[src/rtl/lcd_pkg.sv]
// Shared definitions for the LCD command sequencer: command opcodes,
// sequencer state type and a coordinate clamp helper.
package lcd_pkg;

  localparam logic [7:0] CMD_CASET  = 8'h2A;
  localparam logic [7:0] CMD_PASET  = 8'h2B;
  localparam logic [7:0] CMD_RAMWR  = 8'h2C;
  localparam logic [7:0] CMD_RAMWRC = 8'h3C;
  localparam logic [7:0] CMD_MADCTL = 8'h36;

  typedef enum logic [2:0] {
    S_IDLE,
    S_CASET,
    S_PASET,
    S_RAMWR,
    S_IGNORE,
    S_MADCTL
  } lcd_state_e;

  // Clamp a coordinate to the last valid index (lim = limit-1).
  function automatic logic [15:0] clamp_coord(input logic [15:0] v,
                                              input logic [15:0] lim);
    return (v > lim) ? lim : v;
  endfunction

endpackage

[src/rtl/lcd_addr_gen.sv]
// Pixel cursor, window advance/wrap, optional mirroring and the two-stage
// framebuffer address pipeline (stage 1: x/y/data/done, stage 2: address).
module lcd_addr_gen
  import lcd_pkg::*;
#(
  parameter int H_RES  = 480,
  parameter int V_RES  = 320,
  parameter int ADDR_W = 18
) (
  input  logic              i_clk,
  input  logic              i_rst_n,
  input  logic              i_load,
  input  logic              i_pix,
  input  logic [15:0]       i_rgb565,
  input  logic [15:0]       i_sc,
  input  logic [15:0]       i_ec,
  input  logic [15:0]       i_sp,
  input  logic [15:0]       i_ep,
  input  logic              i_mx,
  input  logic              i_my,
  output logic              o_wr_en,
  output logic [ADDR_W-1:0] o_wr_addr,
  output logic [15:0]       o_wr_data,
  output logic              o_win_done
);

  localparam logic [15:0] X_MAX = 16'(H_RES - 1);
  localparam logic [15:0] Y_MAX = 16'(V_RES - 1);

  logic [15:0]       r_x, r_y;
  logic              r_s1_v, r_s1_done;
  logic [15:0]       r_s1_x, r_s1_y, r_s1_data;
  logic              r_s2_v, r_s2_done;
  logic [ADDR_W-1:0] r_s2_addr;
  logic [15:0]       r_s2_data;

  logic              w_win_ok, w_issue, w_last;
  logic [15:0]       w_x_m, w_y_m;
  logic [ADDR_W-1:0] w_addr;

  assign w_win_ok = (i_sc <= i_ec) && (i_sp <= i_ep);
  assign w_issue  = i_pix && w_win_ok;
  assign w_last   = !(r_x < i_ec) && !(r_y < i_ep);
  assign w_x_m    = i_mx ? (X_MAX - r_x) : r_x;
  assign w_y_m    = i_my ? (Y_MAX - r_y) : r_y;
  assign w_addr   = ADDR_W'(32'(r_s1_y) * 32'(H_RES) + 32'(r_s1_x));

  // Cursor: load on RAMWR, advance on every issued write
  always_ff @(posedge i_clk) begin
    if (!i_rst_n) begin
      r_x <= '0;
      r_y <= '0;
    end else if (i_load) begin
      r_x <= i_sc;
      r_y <= i_sp;
    end else if (w_issue) begin
      if (r_x < i_ec) begin
        r_x <= r_x + 16'd1;
      end else if (r_y < i_ep) begin
        r_x <= i_sc;
        r_y <= r_y + 16'd1;
      end else begin
        r_x <= i_sc;
        r_y <= i_sp;
      end
    end
  end

  // Stage 1: mirrored coordinates, pixel data and end-of-window flag
  always_ff @(posedge i_clk) begin
    if (!i_rst_n) begin
      r_s1_v    <= 1'b0;
      r_s1_done <= 1'b0;
      r_s1_x    <= '0;
      r_s1_y    <= '0;
      r_s1_data <= '0;
    end else begin
      r_s1_v    <= w_issue;
      r_s1_done <= w_issue && w_last;
      if (w_issue) begin
        r_s1_x    <= w_x_m;
        r_s1_y    <= w_y_m;
        r_s1_data <= i_rgb565;
      end
    end
  end

  // Stage 2: linear address, outputs aligned
  always_ff @(posedge i_clk) begin
    if (!i_rst_n) begin
      r_s2_v    <= 1'b0;
      r_s2_done <= 1'b0;
      r_s2_addr <= '0;
      r_s2_data <= '0;
    end else begin
      r_s2_v    <= r_s1_v;
      r_s2_done <= r_s1_done;
      if (r_s1_v) begin
        r_s2_addr <= w_addr;
        r_s2_data <= r_s1_data;
      end
    end
  end

  assign o_wr_en    = r_s2_v;
  assign o_wr_addr  = r_s2_addr;
  assign o_wr_data  = r_s2_data;
  assign o_win_done = r_s2_done;

endmodule

[src/rtl/lcd_cmd_ctrl.sv]
// LCD command sequencer: decodes CASET/PASET/RAMWR/RAMWRC, holds the active
// window and drives the framebuffer write port through lcd_addr_gen.
// Optional feature macro: LCD_CMD_CTRL_MADCTL_EN (0x36 MY/MX mirroring).
module lcd_cmd_ctrl
  import lcd_pkg::*;
#(
  parameter int H_RES  = 480,
  parameter int V_RES  = 320,
  parameter int ADDR_W = 18
) (
  input  logic              i_clk,
  input  logic              i_rst_n,
  input  logic [7:0]        i_command,
  input  logic              i_command_latch,
  input  logic [7:0]        i_param,
  input  logic              i_param_latch,
  input  logic [15:0]       i_rgb565,
  input  logic              i_rgb565_latch,
  output logic              o_wr_en,
  output logic [ADDR_W-1:0] o_wr_addr,
  output logic [15:0]       o_wr_data,
  output logic              o_win_done
);

  localparam logic [15:0] X_MAX = 16'(H_RES - 1);
  localparam logic [15:0] Y_MAX = 16'(V_RES - 1);

  lcd_state_e  r_state, w_state_nxt;
  logic [2:0]  r_pidx;
  logic [7:0]  r_b0, r_b1, r_b2;
  logic [15:0] r_sc, r_ec, r_sp, r_ep;
  logic        w_pix_accept, w_param_accept, w_cursor_load, w_commit;
  logic [15:0] w_lim, w_start, w_end;
  logic        w_mx, w_my;

  // State register
  always_ff @(posedge i_clk) begin
    if (!i_rst_n) r_state <= S_IDLE;
    else          r_state <= w_state_nxt;
  end

  // Next state: any command re-targets the sequencer
  always_comb begin
    w_state_nxt = r_state;
    if (i_command_latch) begin
      case (i_command)
        CMD_CASET:  w_state_nxt = S_CASET;
        CMD_PASET:  w_state_nxt = S_PASET;
        CMD_RAMWR:  w_state_nxt = S_RAMWR;
        CMD_RAMWRC: w_state_nxt = S_RAMWR;
`ifdef LCD_CMD_CTRL_MADCTL_EN
        CMD_MADCTL: w_state_nxt = S_MADCTL;
`endif
        default:    w_state_nxt = S_IGNORE;
      endcase
    end
  end

  // Strobe qualification: a command suppresses any pixel/param in its cycle
  always_comb begin
    w_pix_accept   = 1'b0;
    w_param_accept = 1'b0;
    w_cursor_load  = 1'b0;
    if (i_command_latch) begin
      w_cursor_load = (i_command == CMD_RAMWR);
    end else begin
      w_pix_accept   = (r_state == S_RAMWR) && i_rgb565_latch;
      w_param_accept = i_param_latch && (r_pidx < 3'd4) &&
                       ((r_state == S_CASET) || (r_state == S_PASET) ||
                        (r_state == S_MADCTL));
    end
  end

  assign w_commit = w_param_accept && (r_pidx == 3'd3) &&
                    ((r_state == S_CASET) || (r_state == S_PASET));
  assign w_lim    = (r_state == S_CASET) ? X_MAX : Y_MAX;
  assign w_start  = clamp_coord({r_b0, r_b1}, w_lim);
  assign w_end    = clamp_coord({r_b2, i_param}, w_lim);

  // Parameter collection and window commit on the 4th byte
  always_ff @(posedge i_clk) begin
    if (!i_rst_n) begin
      r_pidx <= '0;
      r_b0   <= '0;
      r_b1   <= '0;
      r_b2   <= '0;
      r_sc   <= '0;
      r_ec   <= X_MAX;
      r_sp   <= '0;
      r_ep   <= Y_MAX;
    end else if (i_command_latch) begin
      r_pidx <= '0;
    end else if (w_param_accept) begin
      r_pidx <= r_pidx + 3'd1;
      case (r_pidx)
        3'd0:    r_b0 <= i_param;
        3'd1:    r_b1 <= i_param;
        3'd2:    r_b2 <= i_param;
        default: ;
      endcase
      if (w_commit) begin
        if (r_state == S_CASET) begin
          r_sc <= w_start;
          r_ec <= w_end;
        end else begin
          r_sp <= w_start;
          r_ep <= w_end;
        end
      end
    end
  end

`ifdef LCD_CMD_CTRL_MADCTL_EN
  logic r_mx, r_my;

  // MADCTL orientation bits, taken from the first parameter only
  always_ff @(posedge i_clk) begin
    if (!i_rst_n) begin
      r_mx <= 1'b0;
      r_my <= 1'b0;
    end else if (w_param_accept && (r_state == S_MADCTL) && (r_pidx == 3'd0)) begin
      r_my <= i_param[7];
      r_mx <= i_param[6];
    end
  end

  assign w_mx = r_mx;
  assign w_my = r_my;
`else
  assign w_mx = 1'b0;
  assign w_my = 1'b0;
`endif

  lcd_addr_gen #(
    .H_RES  (H_RES),
    .V_RES  (V_RES),
    .ADDR_W (ADDR_W)
  ) u_addr_gen (
    .i_clk      (i_clk),
    .i_rst_n    (i_rst_n),
    .i_load     (w_cursor_load),
    .i_pix      (w_pix_accept),
    .i_rgb565   (i_rgb565),
    .i_sc       (r_sc),
    .i_ec       (r_ec),
    .i_sp       (r_sp),
    .i_ep       (r_ep),
    .i_mx       (w_mx),
    .i_my       (w_my),
    .o_wr_en    (o_wr_en),
    .o_wr_addr  (o_wr_addr),
    .o_wr_data  (o_wr_data),
    .o_win_done (o_win_done)
  );

endmodule

[config.mk]
export PLATFORM = sky130hd
export DESIGN_NAME = lcd_cmd_ctrl
export DESIGN_NICKNAME = d
export VERILOG_FILES = /design/src/rtl/lcd_pkg.sv /design/src/rtl/lcd_addr_gen.sv /design/src/rtl/lcd_cmd_ctrl.sv
export SDC_FILE = /design/constraint.sdc
export NUM_CORES = 1
export LEC_CHECK = 0
export CAP_MARGIN = 20
export CORE_MARGIN = 2
export CORE_UTILIZATION = 65
export CTS_CLUSTER_DIAMETER = 80
export DETAILED_ROUTE_END_ITERATION = 12
export GPL_ROUTABILITY_DRIVEN = 0
export PLACE_DENSITY = 0.89
export REMOVE_ABC_BUFFERS = 1
export SLEW_MARGIN = 40
export SYNTH_ARGS = -nofsm -noshare
export SYNTH_HDL_FRONTEND = slang
export SYNTH_HIERARCHICAL = 1
export SYNTH_SLANG_ARGS = --single-unit
[constraint.sdc]
create_clock -name i_clk -period 7.2 [get_ports i_clk]
set_input_delay 1.08 -clock i_clk [delete_from_list [all_inputs] [get_ports i_clk]]
set_output_delay 1.08 -clock i_clk [all_outputs]
set_load 0.05 [all_outputs]
==> impl_metrics.py <==
metrics = {
    "timing": {
        "setup_viol": 0,
        "worstMarginPinSlew_ps": 811,
        "layout_min_cycle_time_ps": 4220,
        "finalHoldViolCount": 0,
        "fmax_ghz": 0.237,
        "rsz0062_at_grt": "false",
        "maxSlewViolCount": 0,
        "timing.final.crit_share_pct": 58.6,
        "fin_ws_ps": 2980,
        "relSlewSlack_pct": 45.4,
        "tns_ps": 0,
        "finClkSkew_ps": 23.8,
    },
    "synthesis": {
        "synth_top_area_cell": "dfxtp_1",
        "synth_top_cell_area_share_pct": 35.1,
        "synth-main-ff-cell": "dfxtp_1",
        "synth_cell_types": 80,
        "synth.top_cells.by_area": "dfxtp_1 35%, ha_1 11%, mux2i_1 7.3%",
        "syn_inst": 1299,
        "synth_edf_count": 0,
        "ys_seq_area_share_pct": 35.1,
        "syn_area_um2": 11900,
        "syn_avg_cell_area_um2": 9.18,
        "yosys_warnings": 6,
        "ys_async_sr_fraction_pct": 0,
        "ys_ff_latch": 209,
    },
    "worst_setup_path": {
        "path_class": "input pin to flip-flop",
        "setup.worst_path.start_class": "input pin",
        "r2r-start": "u_addr_gen/r_s1_y[3]",
        "crit_fanout": 43,
        "reg2reg_to": "u_addr_gen/o_wr_addr[17]",
        "cp.required_ps": 7580,
        "r2r_slack_ps": 3070,
        "arrival_ps": 4600,
        "rr_worst_depth": 15,
        "crit_path_end_kind": "flip-flop",
    },
    "min_path": {
        "hp-start": "r_ep[7]",
        "min_path_cells": 2,
        "min_to": "r_ep[7]",
        "hp-class": "flip-flop to flip-flop",
    },
    "cells_and_area": {
        "diodes": 0,
        "final_common_cell": "dfxtp_1",
        "area_growth_syn_to_layout_pct": 13.0,
        "multiInputGateArea_um2": 7160,
        "fillers": 1205,
        "mostFrequentLayoutCells": "208 x dfxtp_1, 127 x nor2_1, 101 x ha_1",
        "nets": 1502,
        "drive_gt1_share_pct": 7.14,
        "regArea_um2": 4190,
        "final_util_pct": 75.1,
    },
    "placed_design": {
        "port_buffers": 72,
        "pre_cts_slack_ps": 2540,
        "hpwl_um": 19500,
    },
    "floorplan": {
        "core_area_um2": 18000,
        "io_pins": 73,
        "die-area_um2": 19400,
        "start_util_pct": 66.4,
        "die_y_um": 139,
        "rows": 49,
        "die_w_um": 139,
    },
    "routing": {
        "wire_per_inst_um": 17.7,
        "wirelength_um": 28100,
        "postRouteAntennaNets": 0,
        "vias": 9882,
        "drt_pass1_iterations": 5,
        "drt_iter0_drc": 568,
        "vias_per_cell": 6.22,
        "drc": 0,
    },
    "clock_network": {
        "cts-resized-gates": 0,
        "htree_levels": 1,
        "cts_root_buf": "clkbuf_16",
        "cts_tree": "yes",
        "cts_sinks": 209,
        "cts_inserted_buffers": 23,
        "clock_latency_ps": 520,
        "post-cts-setup-buffers": 0,
        "cts.path.max_buffers": 3,
        "cts_hold_buffers": 0,
        "path_clk_slew_ps": 60,
    },
    "outcome": {
        "outcome": "complete, no violations",
    },
    "power_and_ir_drop": {
        "total_power_mw": 2.36,
        "pwr_density_cell_nw_per_um2": 175,
        "ir_drop_v": 0.000248,
        "p_leak_nw": 5.78,
    },
    "run": {
        "max_cap_viol_count": 0,
    },
    "grt": {
        "grt_overflow": 0,
        "grt_max_degree": 81,
        "grt_pass1_wl_um": 47300,
        "track_usage_pct": 28.9,
        "grt_pass1_vias": 9859,
        "antenna_found_initial": 0,
    },
}
area by class of cell:
type | count | area share, %
Multi-Input combinational cell | 945 | 53.1
Sequential cell | 209 | 31.0
Timing Repair Buffer | 84 | 5.98
Clock buffer | 32 | 4.89
Inverter | 81 | 2.26
Tap cell | 229 | 2.13
Clock inverter | 8 | 0.566
worst max-delay path, stage by stage:
cell and delay (ps):
clkdlybuf4s50_1 550, nor2b_1 200, nand2_1 70, nor3_1 360, nand2b_1 110, a221oi_1 340, nand3_1 210, a2bb2oi_4 640
buf_4 580, mux2i_1 330, nor2_1 80
where the power goes:
| group | leakage, nW | internal, mW | switching [mW] |
|---|---|---|---|
| sequential | 1.68 | 1.16 | 0.000800 |
| combinational | 3.73 | 0.0279 | 0.0389 |
| clock | 0.367 | 0.675 | 0.462 |
cell families after synthesis:
family                   after synthesis  synth area share (%)
buffers and inverters                154                  5.33
multiplexers                          90                  7.58
other                                  1                0.0314
XOR/XNOR                              49                  3.60
flip-flops                           209                  35.1
AO/OA/AOI/OAI                        271                  17.3
adder cells (fa/ha/maj)              121                  14.0
AND/OR/NAND/NOR                      404                  17.1
through the flow:
| step | hold slack [ps] | instances | area (um^2) |
|---|---|---|---|
| 2_1_floorplan | 412 | 1235 | 11600 |
| 3_3_place_gp | 454 | 1546 | 12700 |
| 3_5_place_dp | 466 | 1547 | 12700 |
| 4_1_cts | 478 | 1587 | 13500 |
| 5_1_grt | 496 | 1588 | 13500 |
| 6_report | 477 | 1588 | 13500 |
routing by layer:
metal,track usage [%],wire length (um)
met5,0,0
met4,13.8,1190
met3,3.85,1530
met2,50.2,13500
met1,35.4,11900
cell usage after synthesis, drive strengths merged, types with 6 or more instances:
library cell,count
a211oi,34
a21o,6
a21oi,69
a31oi,7
and3,43
buf,24
clkbuf,49
dfxtp,209
fa,20
ha,101
inv,81
mux2i,87
nand2,58
nand2b,8
nand3,35
nand4,17
nor2,127
nor2b,36
nor3,31
nor3b,6
nor4,11
o211ai,14
o21ai,37
o31ai,10
o32a,12
o32ai,16
or3,7
xnor2,29
xor2,20
flip-flops by register name, summed over array words and instances (netlist names), 8 cells and up:
signal                cells
u_addr_gen/r_s1_data     16
r_sc                     16
u_addr_gen/o_wr_data     16
r_b2                      8
r_ec                     16
u_addr_gen/r_y           16
u_addr_gen/r_x           16
u_addr_gen/o_wr_addr     18
u_addr_gen/r_s1_x        16
r_b0                      8
r_sp                     16
r_ep                     16
r_b1                      8
u_addr_gen/r_s1_y        13
how the worst max path moves through the flow:
stage / startpoint / to / slack [ps] / depth (start not counted)
6_report: i_command_latch / u_addr_gen/r_s1_data[11] / 2980 / 11
5_1_grt: i_command_latch / u_addr_gen/r_s1_data[11] / 2650 / 11
4_1_cts: i_command_latch / u_addr_gen/r_s1_data[11] / 2990 / 11
3_5_place_dp: i_command_latch / u_addr_gen/r_s1_data[12] / 2540 / 11
3_3_place_gp: i_command_latch / u_addr_gen/r_s1_data[14] / 2760 / 11
2_1_floorplan: i_command[7] / u_addr_gen/r_y[1] / 2590 / 8
Power figures use the tool's default switching activity.
